--- config.mk ---
export PLATFORM = sky130hd
export DESIGN_NAME = picosoc_iomem_arbiter_flat
export DESIGN_NICKNAME = d
export VERILOG_FILES = /design/src/rtl/picosoc_iomem_arbiter_if.sv /design/src/rtl/picosoc_iomem_arbiter.sv /design/src/flat_wrapper.sv
export SDC_FILE = /design/constraint.sdc
export NUM_CORES = 1
export LEC_CHECK = 0
export CAP_MARGIN = 20
export CORE_AREA = 3 3 122 124
export CTS_CLUSTER_SIZE = 14
export DETAILED_ROUTE_END_ITERATION = 12
export DIE_AREA = 0 0 125 127
export GPL_TIMING_DRIVEN = 0
export PLACE_DENSITY = 0.61
export SLEW_MARGIN = 20
export SYNTH_ARGS = -nofsm -noshare
export SYNTH_HDL_FRONTEND = slang
export SYNTH_SLANG_ARGS = --single-unit
--- constraint.sdc ---
create_clock -name clk -period 3.1 [get_ports clk]
set_clock_uncertainty 0.05 [all_clocks]
set_input_delay 0.93 -clock clk [delete_from_list [all_inputs] [get_ports clk]]
set_output_delay 0.93 -clock clk [all_outputs]
set_load 0.01 [all_outputs]
--- src/rtl/picosoc_iomem_arbiter_if.sv ---
// iomem request/response bundle.
// The master drives the request fields; the slave returns rdata/ready.
interface picosoc_iomem_arbiter_if;
  logic        valid;
  logic        instr;
  logic [3:0]  wstrb;
  logic [31:0] addr;
  logic [31:0] wdata;
  logic [31:0] rdata;
  logic        ready;

  modport master (
    output valid, instr, wstrb, addr, wdata,
    input  rdata, ready
  );

  modport slave (
    input  valid, instr, wstrb, addr, wdata,
    output rdata, ready
  );
endinterface

--- src/rtl/picosoc_iomem_arbiter.sv ---
// Two-master round-robin arbiter in front of the PicoSoC iomem fabric.
// Define PICOSOC_ARB_TIMEOUT_EN to terminate transactions to stalled slaves.
module picosoc_iomem_arbiter #(
  parameter int TIMEOUT_CYCLES = 1024
) (
  input  logic                           clk,
  input  logic                           resetn,
  picosoc_iomem_arbiter_if.slave         m0,
  picosoc_iomem_arbiter_if.slave         m1,
  picosoc_iomem_arbiter_if.master        s,
  output logic [1:0]                     grant_o,
  output logic                           timeout_o,
  input  logic                           err_clr_i
);

  typedef enum logic [1:0] {
    IDLE  = 2'd0,
    BUSY0 = 2'd1,
    BUSY1 = 2'd2
  } state_t;

  state_t      state;
  state_t      state_nx;
  logic        last_grant;
  logic        last_grant_nx;
  logic        own1;
  logic        own_valid;
  logic        done;
  logic [31:0] rsp;
  logic        expire;
  logic        tmo_set;
  logic        unused_m1_instr;

  assign unused_m1_instr = m1.instr;

  always_ff @(posedge clk or negedge resetn) begin
    if (!resetn) begin
      state      <= IDLE;
      last_grant <= 1'b1;
    end else begin
      state      <= state_nx;
      last_grant <= last_grant_nx;
    end
  end

`ifdef PICOSOC_ARB_TIMEOUT_EN
  localparam int CW = $clog2(TIMEOUT_CYCLES + 1);

  logic [CW-1:0] cnt;
  logic          tmo_q;

  assign expire    = (cnt == CW'(TIMEOUT_CYCLES)) && !s.ready;
  assign timeout_o = tmo_q;

  // Clearing while idle guarantees a fresh count on every grant.
  always_ff @(posedge clk or negedge resetn) begin
    if (!resetn) begin
      cnt <= '0;
    end else if (state == IDLE) begin
      cnt <= '0;
    end else if (!s.ready) begin
      cnt <= cnt + CW'(1);
    end
  end

  always_ff @(posedge clk or negedge resetn) begin
    if (!resetn) begin
      tmo_q <= 1'b0;
    end else if (tmo_set) begin
      tmo_q <= 1'b1;
    end else if (err_clr_i) begin
      tmo_q <= 1'b0;
    end
  end
`else
  localparam int UNUSED_TMO_CYCLES = TIMEOUT_CYCLES;

  logic [31:0] unused_cfg;

  assign unused_cfg = {UNUSED_TMO_CYCLES[29:0], err_clr_i, tmo_set};
  assign expire     = 1'b0;
  assign timeout_o  = 1'b0;
`endif

  always_comb begin
    state_nx      = state;
    last_grant_nx = last_grant;
    tmo_set       = 1'b0;
    grant_o       = 2'b00;
    own1          = 1'b0;
    own_valid     = 1'b0;
    done          = 1'b0;
    rsp           = '0;
    s.valid       = 1'b0;
    s.instr       = 1'b0;
    s.wstrb       = '0;
    s.addr        = '0;
    s.wdata       = '0;

    unique case (state)
      IDLE: begin
        unique case (1'b1)
          m0.valid && m1.valid:
            state_nx = last_grant ? BUSY0 : BUSY1;
          m0.valid && !m1.valid:
            state_nx = BUSY0;
          !m0.valid && m1.valid:
            state_nx = BUSY1;
          default:
            state_nx = IDLE;
        endcase
      end
      BUSY0: begin
        grant_o   = 2'b01;
        own_valid = m0.valid;
        s.valid   = m0.valid;
        s.instr   = m0.instr;
        s.wstrb   = m0.wstrb;
        s.addr    = m0.addr;
        s.wdata   = m0.wdata;
      end
      BUSY1: begin
        grant_o   = 2'b10;
        own1      = 1'b1;
        own_valid = m1.valid;
        s.valid   = m1.valid;
        s.wstrb   = m1.wstrb;
        s.addr    = m1.addr;
        s.wdata   = m1.wdata;
      end
      default: state_nx = IDLE;
    endcase

    // A real slave response beats an expiring counter on the same cycle.
    if (state != IDLE) begin
      unique case (1'b1)
        !own_valid: begin
          state_nx = IDLE;
        end
        own_valid && s.ready: begin
          done          = 1'b1;
          rsp           = s.rdata;
          state_nx      = IDLE;
          last_grant_nx = own1;
        end
        own_valid && !s.ready && expire: begin
          s.valid       = 1'b0;
          done          = 1'b1;
          rsp           = 32'hFFFF_FFFF;
          tmo_set       = 1'b1;
          state_nx      = IDLE;
          last_grant_nx = own1;
        end
        default: ;
      endcase
    end
  end

  assign m0.ready = done && !own1;
  assign m1.ready = done && own1;
  assign m0.rdata = (done && !own1) ? rsp : '0;
  assign m1.rdata = (done && own1) ? rsp : '0;

endmodule
--- src/flat_wrapper.sv ---
// flat-port wrapper written by rule: the top's interface ports become plain ports
module picosoc_iomem_arbiter_flat 
#(
  parameter int TIMEOUT_CYCLES = 1024
)
  (clk, resetn, grant_o, timeout_o, err_clr_i, m0_valid, m0_instr, m0_wstrb, m0_addr, m0_wdata, m0_rdata, m0_ready, m1_valid, m1_instr, m1_wstrb, m1_addr, m1_wdata, m1_rdata, m1_ready, s_valid, s_instr, s_wstrb, s_addr, s_wdata, s_rdata, s_ready);
  picosoc_iomem_arbiter_if m0_i ();
  picosoc_iomem_arbiter_if m1_i ();
  picosoc_iomem_arbiter_if s_i ();
  input  logic clk;
  input  logic resetn;
  output logic [1:0] grant_o;
  output logic timeout_o;
  input  logic err_clr_i;
  input wire logic [$bits(m0_i.valid)-1:0] m0_valid;
  input wire logic [$bits(m0_i.instr)-1:0] m0_instr;
  input wire logic [$bits(m0_i.wstrb)-1:0] m0_wstrb;
  input wire logic [$bits(m0_i.addr)-1:0] m0_addr;
  input wire logic [$bits(m0_i.wdata)-1:0] m0_wdata;
  output wire logic [$bits(m0_i.rdata)-1:0] m0_rdata;
  output wire logic [$bits(m0_i.ready)-1:0] m0_ready;
  input wire logic [$bits(m1_i.valid)-1:0] m1_valid;
  input wire logic [$bits(m1_i.instr)-1:0] m1_instr;
  input wire logic [$bits(m1_i.wstrb)-1:0] m1_wstrb;
  input wire logic [$bits(m1_i.addr)-1:0] m1_addr;
  input wire logic [$bits(m1_i.wdata)-1:0] m1_wdata;
  output wire logic [$bits(m1_i.rdata)-1:0] m1_rdata;
  output wire logic [$bits(m1_i.ready)-1:0] m1_ready;
  output wire logic [$bits(s_i.valid)-1:0] s_valid;
  output wire logic [$bits(s_i.instr)-1:0] s_instr;
  output wire logic [$bits(s_i.wstrb)-1:0] s_wstrb;
  output wire logic [$bits(s_i.addr)-1:0] s_addr;
  output wire logic [$bits(s_i.wdata)-1:0] s_wdata;
  input wire logic [$bits(s_i.rdata)-1:0] s_rdata;
  input wire logic [$bits(s_i.ready)-1:0] s_ready;
  assign m0_i.valid = m0_valid;
  assign m0_i.instr = m0_instr;
  assign m0_i.wstrb = m0_wstrb;
  assign m0_i.addr = m0_addr;
  assign m0_i.wdata = m0_wdata;
  assign m0_rdata = m0_i.rdata;
  assign m0_ready = m0_i.ready;
  assign m1_i.valid = m1_valid;
  assign m1_i.instr = m1_instr;
  assign m1_i.wstrb = m1_wstrb;
  assign m1_i.addr = m1_addr;
  assign m1_i.wdata = m1_wdata;
  assign m1_rdata = m1_i.rdata;
  assign m1_ready = m1_i.ready;
  assign s_valid = s_i.valid;
  assign s_instr = s_i.instr;
  assign s_wstrb = s_i.wstrb;
  assign s_addr = s_i.addr;
  assign s_wdata = s_i.wdata;
  assign s_i.rdata = s_rdata;
  assign s_i.ready = s_ready;
  picosoc_iomem_arbiter #(.TIMEOUT_CYCLES(TIMEOUT_CYCLES)) u_core (.clk(clk), .resetn(resetn), .m0(m0_i), .m1(m1_i), .s(s_i), .grant_o(grant_o), .timeout_o(timeout_o), .err_clr_i(err_clr_i));
endmodule
After elaboration in Yosys (flattened, before gate mapping)
Cells that the tools add are included.

operators by class
  muxes and demuxes = 18
  reductions and logical operators = 15
  equality and inequality tests = 2

operators by type and width
  operator                                                                number
  32-bit two-way mux                                                      4
  32-bit case mux with 2 select lines                                     2
  2-bit case mux with 2 select lines                                      2
  4-bit case mux with 2 select lines                                      1
  1-bit logical AND                                                       6
  2-bit two-way mux                                                       3
  2-bit case mux with 3 select lines                                      1
  1-bit zero test                                                         4
  1-bit two-way mux                                                       4
  2-bit OR reduction                                                      2
  2-bit by 1-bit equality test with 1-bit output (second input constant)  1
  2-bit equality test (second input constant)                             1
  2-bit zero test                                                         1
  1-bit case mux with 2 select lines                                      1
  2-bit AND reduction                                                     1
  2-bit nonzero test                                                      1

storage, ports and cells
  bits in registers = 3
  input port bits = 176
  output and inout bits = 139
  word-level logic and storage cells = 37

Longest topological paths before layout
Gate-level depths: netlist of the first run.

  depth in word-level cells = 7
  mapped depth = 7
  mapped depth without buffers = 5

Worst setup path before layout of the first run
OpenSTA, ideal clock, no wires.

  kind = input to output
  start = input port s_ready
  end = output port m1_rdata[22]
  stages on the path = 4
  data arrival time = 1.773 ns
  data required time = 2.120 ns
  setup slack = 0.347 ns
  buffers on the path = 1
  cell sequence = nand2_1 -> nor4b_4 -> buf_6 -> and2_1

between the ends
  longest elaborated chain between the ends = 5
  elaborated cells on any way between the ends = 7
  those cells by class = mux (5); reduce/logical (2)

ends and longest elaborated chain
  what                line                          source
  from (decl)         flat_wrapper.sv:35            input wire logic [$bits(s_i.ready)-1:0] s_ready;
  1-bit logical AND   picosoc_iomem_arbiter.sv:140  own_valid && s.ready: begin
  1-bit two-way mux   picosoc_iomem_arbiter.sv:136  unique case (1'b1)
  1-bit two-way mux   picosoc_iomem_arbiter.sv:135  if (state != IDLE) begin
  1-bit logical AND   -
  via m1_ready        flat_wrapper.sv:28            output wire logic [$bits(m1_i.ready)-1:0] m1_ready;
  32-bit two-way mux  picosoc_iomem_arbiter.sv:162  assign m1.rdata = (done && own1) ? rsp : '0;
  to (decl)           flat_wrapper.sv:27            output wire logic [$bits(m1_i.rdata)-1:0] m1_rdata;

The timed path passes the listed nets, and every way through them passes these cells.

Worst setup path after layout of the first run
  start = input port m0_instr
  end = output port s_instr

between the ends
  longest elaborated chain between the ends = 1

ends and longest elaborated chain
  what               line                          source
  from (decl)        flat_wrapper.sv:16            input wire logic [$bits(m0_i.instr)-1:0] m0_instr;
  1-bit two-way mux  picosoc_iomem_arbiter.sv:100  unique case (state)
  to (decl)          flat_wrapper.sv:30            output wire logic [$bits(s_i.instr)-1:0] s_instr;

Every way passes these cells.

==> results of run 1 <==
area by class of cell:
type	instances	area, sq um	area share (%)
Buffer	30	262	5.20
Clock buffer	4	78.8	1.57
Inverter	5	26.3	0.522
Multi-Input combinational cell	222	1410	28.0
Sequential cell	3	77.6	1.54
Tap cell	180	225	4.47
Timing Repair Buffer	326	2960	58.7
sequential cells by signal, summed over array words and instances (netlist names):
register and count:
u_core.last_grant 1, u_core.state 2
metrics by stage:
| stage | util [%] | hold WS (ps) | area (sq um) | TNS [ps] |
|---|---|---|---|---|
| after global placement | 35.7 | 437 | 4960 | -68150 |
| final | 36.3 | 445 | 5030 | 0 |
| after floorplan | - | 412 | 1620 | 0 |
| after detailed placement | 35.7 | 434 | 4960 | -69670 |
| after global routing | 36.3 | 468 | 5030 | -36.8 |
| after CTS | 35.6 | 444 | 4940 | 0 |
cells by family after synthesis:
kind of cell    count (synthesis)  synth area share, %
fa+ha+maj                       5                 3.87
simple gates                  142                 45.6
compound gates                 74                 35.0
buf+inv                        35                 10.5
flops                           3                 4.72
other cells                     1                0.232
final timing paths:
path | from | slack, ps | end
worst max-delay path | m0_instr | 70 | s_instr
worst min-delay path | u_core.last_grant$_DFFE_PN1N_ | 450 | u_core.last_grant$_DFFE_PN1N_
worst max register to register | u_core.state[1]$_DFF_PN0_ | 1450 | u_core.state[1]$_DFF_PN0_
worst min register to register | u_core.last_grant$_DFFE_PN1N_ | 450 | u_core.last_grant$_DFFE_PN1N_
max in group asynchronous | resetn | 1930 | u_core.last_grant$_DFFE_PN1N_
min in group asynchronous | resetn | 850 | u_core.state[1]$_DFF_PN0_
cell usage after synthesis (all sizes together) (2+ instances only):
| cell type | n | area share [%] |
|---|---|---|
| nand2 | 4 | 0.93 |
| ha | 5 | 3.9 |
| buf | 13 | 5.4 |
| clkbuf | 17 | 3.9 |
| a21oi | 2 | 0.62 |
| dfrtp | 2 | 3.1 |
| and2 | 65 | 25 |
| inv | 4 | 0.93 |
| nor2 | 69 | 16 |
| a22oi | 69 | 33 |
worst max-delay path, stage by stage:
cell,delay [ps]
clkdlybuf4s50_1,480
and2_1,120
clkdlybuf4s50_1,520
what timing repair did:
| item | in CTS | in global routing |
|---|---|---|
| cloned | 1 | 1 |
| pin swaps | 3 | 4 |
| setup endpoints to repair | 136 | 61 |
| resized for setup | 350 | 39 |
| buffers inserted | 9 | 5 |
layer usage:
metal  wire length, um  up-vias  track usage (%)
li1                  -     1568                -
met1              4810     1461             16.3
met2              6710      138             28.0
met3               868       14             2.72
met4               182        0             2.93
met5                 0        -                0
power groups by stage:
stage	clock network [mW]	logic, mW	registers, mW
3_3_place_gp	0	2.04	0.0734
4_1_cts	0.209	2.12	0.0756
6_report	0.207	2.14	0.0810
2_1_floorplan	0	1.01	0.0706
5_1_grt	0.213	2.33	0.0824
3_5_place_dp	0	2.07	0.0740
==> reports/summary.txt, run 1 <==
dominant synthesized flop cell: dfrtp_1
internal power: 1.24 mW
fin. max-slew vios: 0
Avg Inst Size Synth: 6.22 sq um
CTS H-tree lvls: 1
Sw Share: 48.8%
Detail Placement HPWL: 10500 um
CTS Buf Count: 3
die area: 0.0159 sq mm
Period minus WS final: 3030 ps
most common cell after layout, fill and taps aside: clkdlybuf4s50_1
fin cells: 770
crit path DAT: 2050 ps
Syn Inst Count: 260
All-Layer GR Usage: 14.4%
unrepaired setup endpoints after global routing: yes
Critical Path RT: 2120 ps
DR iter-0 viols: 83
P_leak: 2.61 nW
total gr overflow: 0
Final nets: 772
Seq/Total Area, Yosys: 4.72%
Clk pwr share: 8.5%
antenna cell count: 0
PD cells: 482 mW/mm^2
worst r2r path cells: 7
warnings from Yosys: 0
Reg power frac: 3.3%
DR vias: 3181
Sw Pwr: 1.18 mW
Max VDD drop: 0.244 mV
Clock Pin Slew Worst Setup and Hold Paths: 30 ps
Die W: 125 um
Die Ht: 127 um
flops & latches, synth: 3
fillcell total: 1503
layout cells sized above 1: 21.2%
final setup fails: 0
area grow syn2layout: 211%
clock sink total: 3
Antenna Nets Post-Route: 0
Power, Total: 2.42 mW
routed vias/inst: 4.13
Combinational Power Share: 88.1%
Cell Area, Synth: 0.00162 sq mm
Final Wtd Congestion: 0.913
Tcrit/Tclk final: 97.9%
Pre-Repair DR Iteration Count: 4
drt wl/cell: 16.3 um
DRC: 0
CTS tree: built
FFs w/ async S/R, synth: 100%
num rows: 43
initial core utilization: 11.7%
syn nets: 441
CTS Buffer Depth: 2
Port Buffers: 311
worst slack, placed: -954 ps
Max Cap Viol: 0
final setup margin: 65.1 ps
Clock Latency Late Sink: 230 ps
status: completed
Post-synth EDFFs: 0
first-pass GRT wire length: 18700 um
Critical Path Start Type: input port
Core Area: 0.0139 sq mm
leading cell types in the layout, fill and taps excluded: clkdlybuf4s50_1, nor2_1, a22oi_1
vias in the first global route: 3389
Hold Path Class: reg2reg
largest net degree at the start of global routing: 11
overall routed net length: 12600 um
Hold Buf Count CTS: 0
io pins: 315
initial antenna violation count: 0
fmax: 330 MHz
crit-path max FO: 1
final hold viol count: 0
CTS Root Cell: clkbuf_16
Worst Path Class, Setup: in2out
library cells used by synthesis: 24
Hold Path Depth: 2
number of placed instances, taps included: 751
CP endpoint kind: primary output
Note: power is estimated with default switching activity, not from simulation.
==> run 2, diff against run 1 <==
--- a/config.mk
+++ b/config.mk
@@ -11,6 +11,7 @@
 export DETAILED_ROUTE_END_ITERATION = 12
 export DIE_AREA = 0 0 125 127
 export GPL_TIMING_DRIVEN = 0
+export HOLD_SLACK_MARGIN = 0.1
 export PLACE_DENSITY = 0.61
 export SLEW_MARGIN = 20
 export SYNTH_ARGS = -nofsm -noshare
==> results of run 2 <==
Same layout as run 1: the final DEF is identical, and so are final timing and power.
